<file path="config.mk">
export PLATFORM = sky130hd
export DESIGN_NAME = coin_acceptor
export DESIGN_NICKNAME = d
export VERILOG_FILES = /design/src/rtl/coin_acceptor.sv
export SDC_FILE = /design/constraint.sdc
export NUM_CORES = 1
export LEC_CHECK = 0
export BUFFER_PORTS_ARGS = -buffer_cell sky130_fd_sc_hd__clkbuf_2
export CELL_PAD_IN_SITES_DETAIL_PLACEMENT = 1
export CELL_PAD_IN_SITES_GLOBAL_PLACEMENT = 2
export CORE_ASPECT_RATIO = 0.5
export CORE_UTILIZATION = 36
export CTS_CLUSTER_DIAMETER = 120
export CTS_CLUSTER_SIZE = 25
export DETAILED_ROUTE_END_ITERATION = 7
export HOLD_SLACK_MARGIN = 0.15
export PLACE_DENSITY_LB_ADDON = 0.12
export SLEW_MARGIN = 20
export SYNTH_ARGS = -nofsm -noshare
export SYNTH_HDL_FRONTEND = slang
export SYNTH_SLANG_ARGS = --single-unit
</file>
<file path="constraint.sdc">
create_clock -name clk -period 3.11 [get_ports clk]
set_input_delay 0.1555 -clock clk [delete_from_list [all_inputs] [get_ports clk]]
set_output_delay 0.1555 -clock clk [all_outputs]
set_load 0.005 [all_outputs]
</file>
<file path="src/rtl/coin_acceptor.sv">
// Coin acceptor front end: synchronizes and debounces the coin-slot and arm sensors,
// keeps a saturating credit balance and issues one-cycle unlock, push and reject pulses.
module coin_acceptor #(
  parameter int unsigned DEBOUNCE_CYCLES = 4,
  parameter int unsigned FARE            = 3
) (
  input  logic       clk,
  input  logic       reset,
  input  logic       coin_raw,
  input  logic [1:0] coin_value,
  input  logic       push_raw,
  output logic       coin,
  output logic       push,
  output logic [3:0] credit,
  output logic       reject
);

  localparam logic [7:0] CNT_LAST   = 8'(DEBOUNCE_CYCLES - 1);
  localparam logic [4:0] FARE_U     = 5'(FARE);
  localparam logic [4:0] CREDIT_MAX = 5'd15;

  typedef enum logic [1:0] {ST_IDLE, ST_CREDIT, ST_VEND, ST_GAP} state_t;

  // Bit 0 carries the coin slot, bit 1 the turnstile arm.
  logic [1:0] raw_s1_q;
  logic [1:0] raw_s2_q;
  logic [1:0] val_s1_q;
  logic [1:0] val_s2_q;
  logic [1:0] rise;

  always_ff @(posedge clk or posedge reset) begin
    if (reset) begin
      raw_s1_q <= '0;
      raw_s2_q <= '0;
      val_s1_q <= '0;
      val_s2_q <= '0;
    end else begin
      raw_s1_q <= {push_raw, coin_raw};
      raw_s2_q <= raw_s1_q;
      val_s1_q <= coin_value;
      val_s2_q <= val_s1_q;
    end
  end

  for (genvar gi = 0; gi < 2; gi++) begin : g_debounce
    logic [7:0] cnt_q;
    logic       level_q;
    logic       level_prev_q;

    always_ff @(posedge clk or posedge reset) begin
      if (reset) begin
        cnt_q        <= '0;
        level_q      <= 1'b0;
        level_prev_q <= 1'b0;
      end else begin
        level_prev_q <= level_q;
        if (raw_s2_q[gi] == level_q) begin
          cnt_q <= '0;
        end else if (cnt_q == CNT_LAST) begin
          cnt_q   <= '0;
          level_q <= raw_s2_q[gi];
        end else begin
          cnt_q <= cnt_q + 8'd1;
        end
      end
    end

    assign rise[gi] = level_q & ~level_prev_q;
  end

  logic       coin_evt;
  logic       push_evt;
  logic [4:0] units_d;
  logic [4:0] sum_raw_d;
  logic [4:0] sum_d;
  logic       reject_d;
  logic       accept_d;
  logic       fare_met_d;

  state_t     state_q;
  logic [3:0] credit_q;
  logic       coin_q;
  logic       push_q;
  logic       reject_q;

  assign coin_evt = rise[0];
  assign push_evt = rise[1];

  always_comb begin
    units_d = 5'd0;
    case (val_s2_q)
      2'b01:   units_d = 5'd1;
      2'b10:   units_d = 5'd2;
      2'b11:   units_d = 5'd5;
      default: units_d = 5'd0;
    endcase
    sum_raw_d  = {1'b0, credit_q} + units_d;
    // Invalid denominations and overflowing coins are refused outright, never wrapped.
    reject_d   = coin_evt && ((units_d == 5'd0) || (sum_raw_d > CREDIT_MAX));
    accept_d   = coin_evt && !reject_d;
    sum_d      = accept_d ? sum_raw_d : {1'b0, credit_q};
    fare_met_d = (sum_d >= FARE_U);
  end

  always_ff @(posedge clk or posedge reset) begin
    if (reset) begin
      state_q  <= ST_IDLE;
      credit_q <= '0;
      coin_q   <= 1'b0;
      push_q   <= 1'b0;
      reject_q <= 1'b0;
    end else begin
      push_q   <= push_evt;
      reject_q <= reject_d;
      coin_q   <= 1'b0;
      case (state_q)
        ST_VEND: begin
          credit_q <= sum_d[3:0];
          state_q  <= ST_GAP;
        end
        // GAP re-evaluates the balance, so a vend can never directly follow a vend.
        ST_GAP: begin
          if (fare_met_d) begin
            credit_q <= 4'(sum_d - FARE_U);
            state_q  <= ST_VEND;
            coin_q   <= 1'b1;
          end else begin
            credit_q <= sum_d[3:0];
            state_q  <= (sum_d == 5'd0) ? ST_IDLE : ST_CREDIT;
          end
        end
        default: begin
          if (accept_d && fare_met_d) begin
            credit_q <= 4'(sum_d - FARE_U);
            state_q  <= ST_VEND;
            coin_q   <= 1'b1;
          end else begin
            credit_q <= sum_d[3:0];
            state_q  <= (sum_d == 5'd0) ? ST_IDLE : ST_CREDIT;
          end
        end
      endcase
    end
  end

  assign coin   = coin_q;
  assign push   = push_q;
  assign credit = credit_q;
  assign reject = reject_q;

endmodule

</file>
==> impl_metrics.tcl, run 1 <==
set metrics [dict create \
    status "completed" \
    drt-pass1-iter-count 3 \
    synth_cells 149 \
    core_area_sq_um 4510 \
    drv_cap 0 \
    synthDominantCellAreaShare_pct 53.5 \
    syn_nets 163 \
    slew_violations 0 \
    cp_common_cell "ha_1" \
    first_iter_violations 26 \
    yosysSeqAreaShare_pct 53.5 \
    leakagePower_nw 0.970 \
    p_sw_share_pct 36.7 \
    cp_cell_sequence "ha_1 > fa_1 > a21o_1 > a211o_1 > mux2i_1 > inv_1 > ha_1 > o31a_4 > mux2_4" \
    synth.most_common_cell "dfrtp_1" \
    preCtsSetupSlack_ns 0.191 \
    routed_via_density 4.68 \
    path_clk_slew_ns 0.07 \
    drc 0 \
    setup_tns_ns 0 \
    rows 17 \
    grt_pass1_vias 1162 \
    p_switching_uw 650 \
    end_kind "flip-flop" \
    crit_arrival_ns 3.10 \
    cts_tree "done" \
    critPathKind "flip-flop to flip-flop" \
    initial_core_util_pct 38.4 \
    nNetsFinal 190 \
    setup_viol 0 \
    vias 1137 \
    synth_cell_type_count 39 \
    dp_hpwl_um 2200 \
    seq_area_sq_um 926 \
    ios 13 \
    htreeDepth 2 \
    rrSetupSlack_ns 0.18 \
    portBuffers 12 \
    ys.flop_type "dfrtp_1" \
    syn_area_sq_um 1730 \
    antenna_cells 0 \
    critPathMaxFanout 5 \
    post-route-period-util_pct 94.1 \
    synth_edf_count 0 \
    ys_ff_latch 37 \
    fmax_mhz 342 \
    power_frac_comb_pct 41.9 \
    startpoint "credit[0]" \
    synth_async_sr_flop_share_pct 100 \
    seqPwrFrac_pct 39.9 \
    crit_slowest_cell "dfrtp_1" \
    worstHoldStart "val_s1_q[0]" \
    die_h_um 51.0 \
    grt_usage_pct 14.9 \
    pwr_density_cell_nw_per_um2 873 \
    netlist_top_cells_count "37 x dfrtp_1, 19 x nor2_1, 12 x xor2_1, 10 x nand3_1, 9 x nand2_1" \
    reg2reg_to "credit[1]" \
    area_growth_pct 17.2 \
    ctsLongestPathBuffers 2 \
    grt_pass1_wl_um 5560 \
    numCtsBuffers 5 \
    yosys_warnings 0 \
    antenna_found_initial 0 \
    min_path_cells 0 \
    critical_path_required_ns 3.28 \
    multi_input_area_sq_um 771 \
    clk-insertion-delay-late_ns 0.29 \
    setup_slack_ns 0.183 \
    hold_path_end "val_s2_q[0]" \
    ir_drop_v 0.000286 \
    cts-root-buf "clkbuf_8" \
    final_layout_size_suffix_gt1_share_pct 18.1 \
    clockPowerShare_pct 18.2 \
    die_w_um 100 \
    finClkSkew_ns 0.00477 \
    worst_pin_slew_ns 0.465 \
    rsz0062_at_grt "no" \
    wl_per_cell_um 12.6 \
    overflow 0 \
    hold_viol 0 \
    critPathLaunchType "flip-flop" \
    place_congestion 0.749 \
    nFillCells 508 \
    reg2reg_from "credit[0]" \
    internal_power_mw 1.12 \
    synth_top_area_cell "dfrtp_1" \
    avgSynthCellArea_sq_um 11.6 \
    rr_worst_depth 9 \
    grt_start_max_net_pins 38 \
    dieArea_sq_um 5100 \
    cts_num_sinks 37 \
    slew_headroom_pct 69.0 \
    synth_area_leaders "dfrtp_1 54%, xor2_1 6.1%, ha_1 5.1%" \
    finalCriticalPeriod_ns 2.93 \
    ant_nets 0 \
    drt-total-wl_um 3060 \
    hold_path.class "flip-flop to flip-flop" \
    critPathMaxStageDelay_ns 0.43 \
]
-- layout by cell type, fill, tap and decap left out, drive strengths merged, types with 2 or more instances in the layout --
master and instances:
clkbuf 18, nand3 10, o211ai 2, nor2b 3
dfrtp 37, ha 7, o21ai 3, mux2 3
nand2 9, a21oi 2, dlygate4sd3 5, and3 5
xor2 12, buf 5, nor2 19, inv 5
clkinv 2, xnor2 4, mux2i 5, a21o 3
and2 2
-- state kept, by name (all words and copies together), names as in the netlist, 2 cells and up --
| signal | flops |
|---|---|
| val_s1_q | 2 |
| raw_s1_q | 2 |
| g_debounce.level_q | 2 |
| val_s2_q | 2 |
| raw_s2_q | 2 |
| state_q | 2 |
| credit | 4 |
| g_debounce.cnt_q | 16 |
| g_debounce.level_prev_q | 2 |
-- logic make-up after synthesis --
family                   Yosys count  synth area share, %
multiplexers                       8                 5.28
adder cells (fa/ha/maj)            8                 6.22
flip-flops                        37                 53.5
buffers and inverters              7                 1.95
AO/OA/AOI/OAI                     17                 9.04
AND/OR/NAND/NOR                   56                 15.9
XOR/XNOR                          16                 8.10
-- metrics by stage --
| stage | hold slack [ns] | util [%] | power (mW) | cells | cell area, sq um |
|---|---|---|---|---|---|
| after floorplan | 0.187 | - | 1.25 | 149 | 1730 |
| after global placement | 0.265 | 42.0 | 1.46 | 230 | 1900 |
| after detailed placement | 0.266 | 42.0 | 1.47 | 230 | 1900 |
| after CTS | 0.355 | 45.0 | 1.81 | 243 | 2030 |
| after global routing | 0.363 | 45.0 | 1.93 | 243 | 2030 |
| final | 0.353 | 45.0 | 1.77 | 243 | 2030 |
-- worst max path at each step --
stage	end	slack (ns)	cells after the start
floorplan	credit[1]	0.11	11
global placement	credit[1]	0.22	9
detailed placement	credit[1]	0.19	9
CTS	credit[1]	0.17	9
global route	credit[1]	0.03	9
finish	credit[1]	0.18	9
-- per-layer routing --
layer / share of wire, % / wire, um / global-route usage [%] / up-vias
met3: 2.8 / 87 / 4.51 / 7
met5: 0 / 0 / 0 / -
met1: 55 / 1680 / 20.4 / 553
met2: 40 / 1220 / 20.8 / 13
li1: - / - / - / 564
met4: 2.3 / 70 / 8.70 / 0
-- worst max-delay path: cells and delay by family, from the launching register on --
family          cells  cell delay (ns)
fa+ha+maj           3             0.87
mux                 2             0.49
compound gates      3             0.96
buf+inv             1             0.06
flops               1             0.43
-- final cells by class --
class / instances / share of cell area [%]
Clock inverter: 2 / 0.494
Sequential cell: 37 / 45.7
Tap cell: 66 / 4.07
Timing Repair Buffer: 22 / 7.28
Multi-Input combinational cell: 105 / 38.0
Inverter: 5 / 0.925
Clock buffer: 6 / 3.58
-- repair_timing --
action / in CTS / in global routing
hold endpoints to repair: 41 / 0
setup buffers: 0 / 0
hold buffers: 5 / 0
gates resized for setup: 0 / 0
-- power groups by stage --
| stage | Combinational, mW | Clock [mW] | Sequential, mW |
|---|---|---|---|
| floorplan | 0.555 | 0 | 0.697 |
| global placement | 0.748 | 0 | 0.712 |
| detailed placement | 0.752 | 0 | 0.718 |
| CTS | 0.760 | 0.338 | 0.709 |
| global route | 0.843 | 0.365 | 0.726 |
| finish | 0.742 | 0.322 | 0.707 |
(Power assumes the default switching activity.)
==> run 2: changes to the inputs <==
--- a/config.mk
+++ b/config.mk
@@ -15,6 +15,7 @@
 export DETAILED_ROUTE_END_ITERATION = 7
 export HOLD_SLACK_MARGIN = 0.15
 export PLACE_DENSITY_LB_ADDON = 0.12
+export SETUP_SLACK_MARGIN = 0.3
 export SLEW_MARGIN = 20
 export SYNTH_ARGS = -nofsm -noshare
 export SYNTH_HDL_FRONTEND = slang
==> constraint.sdc (replaced) <==
create_clock -name clk -period 3.11 [get_ports clk]
set_input_delay 0.622 -clock clk [delete_from_list [all_inputs] [get_ports clk]]
set_output_delay 0.622 -clock clk [all_outputs]
set_load 0.005 [all_outputs]
==> run 2 against run 1 <==
Compared with the run above:
- cell count fell by 1.2%
- first-iteration DRC count decreased by 3.8%
- combinational power is 8.9% higher
- via count up 0.18%
- total power rose by 13%
- setup slack better by 0.17 ns
- critical path depth down 1
- largest cell class unchanged
- largest power group unchanged
==> impl_metrics.tcl, run 2 (synthesis gave the netlist of run 1 again) <==
set metrics [dict create \
    htreeDepth 2 \
    ios 13 \
    place_area_sq_um 1910 \
    holdBufCountCts 0 \
    place_congestion 0.737 \
    drc 0 \
    path_clk_slew_ns 0.08 \
    fmax_mhz 363 \
    critical_path_required_ns 3.29 \
    antenna_cells 0 \
    grt_pass1_wl_um 5690 \
    drt-total-wl_um 3250 \
    cts-root-buf "clkbuf_8" \
    portBuffers 12 \
    antenna_found_initial 0 \
    hold_path.class "flip-flop to flip-flop" \
    setup_tns_ns 0 \
    clk-insertion-delay-late_ns 0.28 \
    crit_arrival_ns 2.93 \
    largest_register "g_debounce.cnt_q" \
    largest_reg_flops 16 \
    grt_start_max_net_pins 25 \
    rsz0062_at_grt "no" \
    drt-pass1-iter-count 4 \
    final_cell_mix "36 x dfrtp_1, 19 x nor2_1, 12 x xor2_1, 12 x clkbuf_2, 10 x nand3_1" \
    finalCriticalPeriod_ns 2.75 \
    grt_pass1_vias 1207 \
    ant_nets 0 \
    initial_core_util_pct 38.4 \
    dieArea_sq_um 5100 \
    status "completed" \
    ctsLongestPathBuffers 2 \
    final_layout_size_suffix_gt1_share_pct 23.6 \
    grt_usage_pct 15.0 \
    vias 1139 \
    post-route-period-util_pct 88.5 \
    critPathKind "flip-flop to flip-flop" \
    wl_per_cell_um 13.6 \
    core_area_sq_um 4510 \
    dp_hpwl_um 2290 \
    setup_viol 0 \
    final_common_cell "dfrtp_1" \
    finClkSkew_ns 0.00653 \
    hold_viol 0 \
    end_kind "flip-flop" \
    leakagePower_nw 0.972 \
    slew_headroom_pct 41.2 \
    cts_num_sinks 37 \
    worst_pin_slew_ns 0.881 \
    cts_tree "done" \
    pwr_density_cell_nw_per_um2 971 \
    area_growth_pct 19.5 \
    first_iter_violations 25 \
    die_h_um 51.0 \
    numCtsBuffers 5 \
    stdcell_area_sq_um 2070 \
    routed_via_density 4.75 \
    rows 17 \
    critPathLaunchType "flip-flop" \
    die_w_um 100 \
    critPathMaxFanout 6 \
    nNetsFinal 187 \
    ir_drop_v 0.000297 \
    slew_violations 0 \
    overflow 0 \
    drv_cap 0 \
]
==> run 2: cell type report <==
class | instances | area (sq um)
clock inverter | 3 | 65.1
tap | 66 | 82.6
clock buffer | 5 | 68.8
sequential | 37 | 927
inverter | 5 | 18.8
timing repair buffer | 19 | 113
multi-input combinational | 105 | 793
fill | 498 | 2440
==> run 2: power by group <==
| part | internal [mW] | leakage (nW) | switching, mW | total, mW |
|---|---|---|---|---|
| Combinational | 0.403 | 0.434 | 0.405 | 0.808 |
| Sequential | 0.599 | 0.470 | 0.108 | 0.707 |
| Clock | 0.319 | 0.0681 | 0.174 | 0.493 |
| Total | 1.32 | 0.972 | 0.687 | 2.01 |
==> run 2: worst paths after layout <==
path | start | to | slack (ns) | cells past startpoint
max in group asynchronous | reset | g_debounce[1].cnt_q[5] | 1.90 | 3
worst max-delay path | credit[0] | credit[1] | 0.36 | 8
worst max register to register | credit[0] | credit[1] | 0.36 | 8
worst min register to register | raw_s1_q[1] | raw_s2_q[1] | 0.35 | 0
min in group asynchronous | reset | g_debounce[0].cnt_q[4] | 0.50 | 2
worst min-delay path | raw_s1_q[1] | raw_s2_q[1] | 0.35 | 0
==> run 2: timing repair <==
| action | CTS | global route |
|---|---|---|
| pin swaps | 1 | 3 |
| endpoints found under the setup margin | 1 | 1 |
| gates resized for setup | 0 | 1 |
| gates cloned | 0 | 0 |
| setup buffers | 1 | 2 |
==> run 2: per-layer routing <==
metal	vias to the layer above	global-route usage (%)	routed length, um
li1	557	-	-
met5	-	0	0
met1	567	18.6	1580
met2	11	25.3	1560
met3	4	4.51	92
met4	0	5.07	27
==> run 2: critical path, stage by stage (launching register included) <==
cell and delay [ns]:
dfrtp_2 0.43, ha_2 0.20, fa_2 0.35, a21o_1 0.23
a211o_1 0.37, buf_4 0.18, mux2i_2 0.19, o31a_4 0.40
mux2_4 0.30
==> run 2: metrics by stage <==
step	hold slack [ns]	power, mW	worst slack (ns)	utilization (%)	instances
finish	0.351	2.01	0.356	45.9	240
global route	0.369	2.16	0.298	45.9	240
CTS	0.354	2.01	0.347	45.5	238
detailed placement	0.336	1.49	0.260	42.3	229
global placement	0.334	1.48	0.319	42.3	229
floorplan	0.331	1.28	0.308	-	149
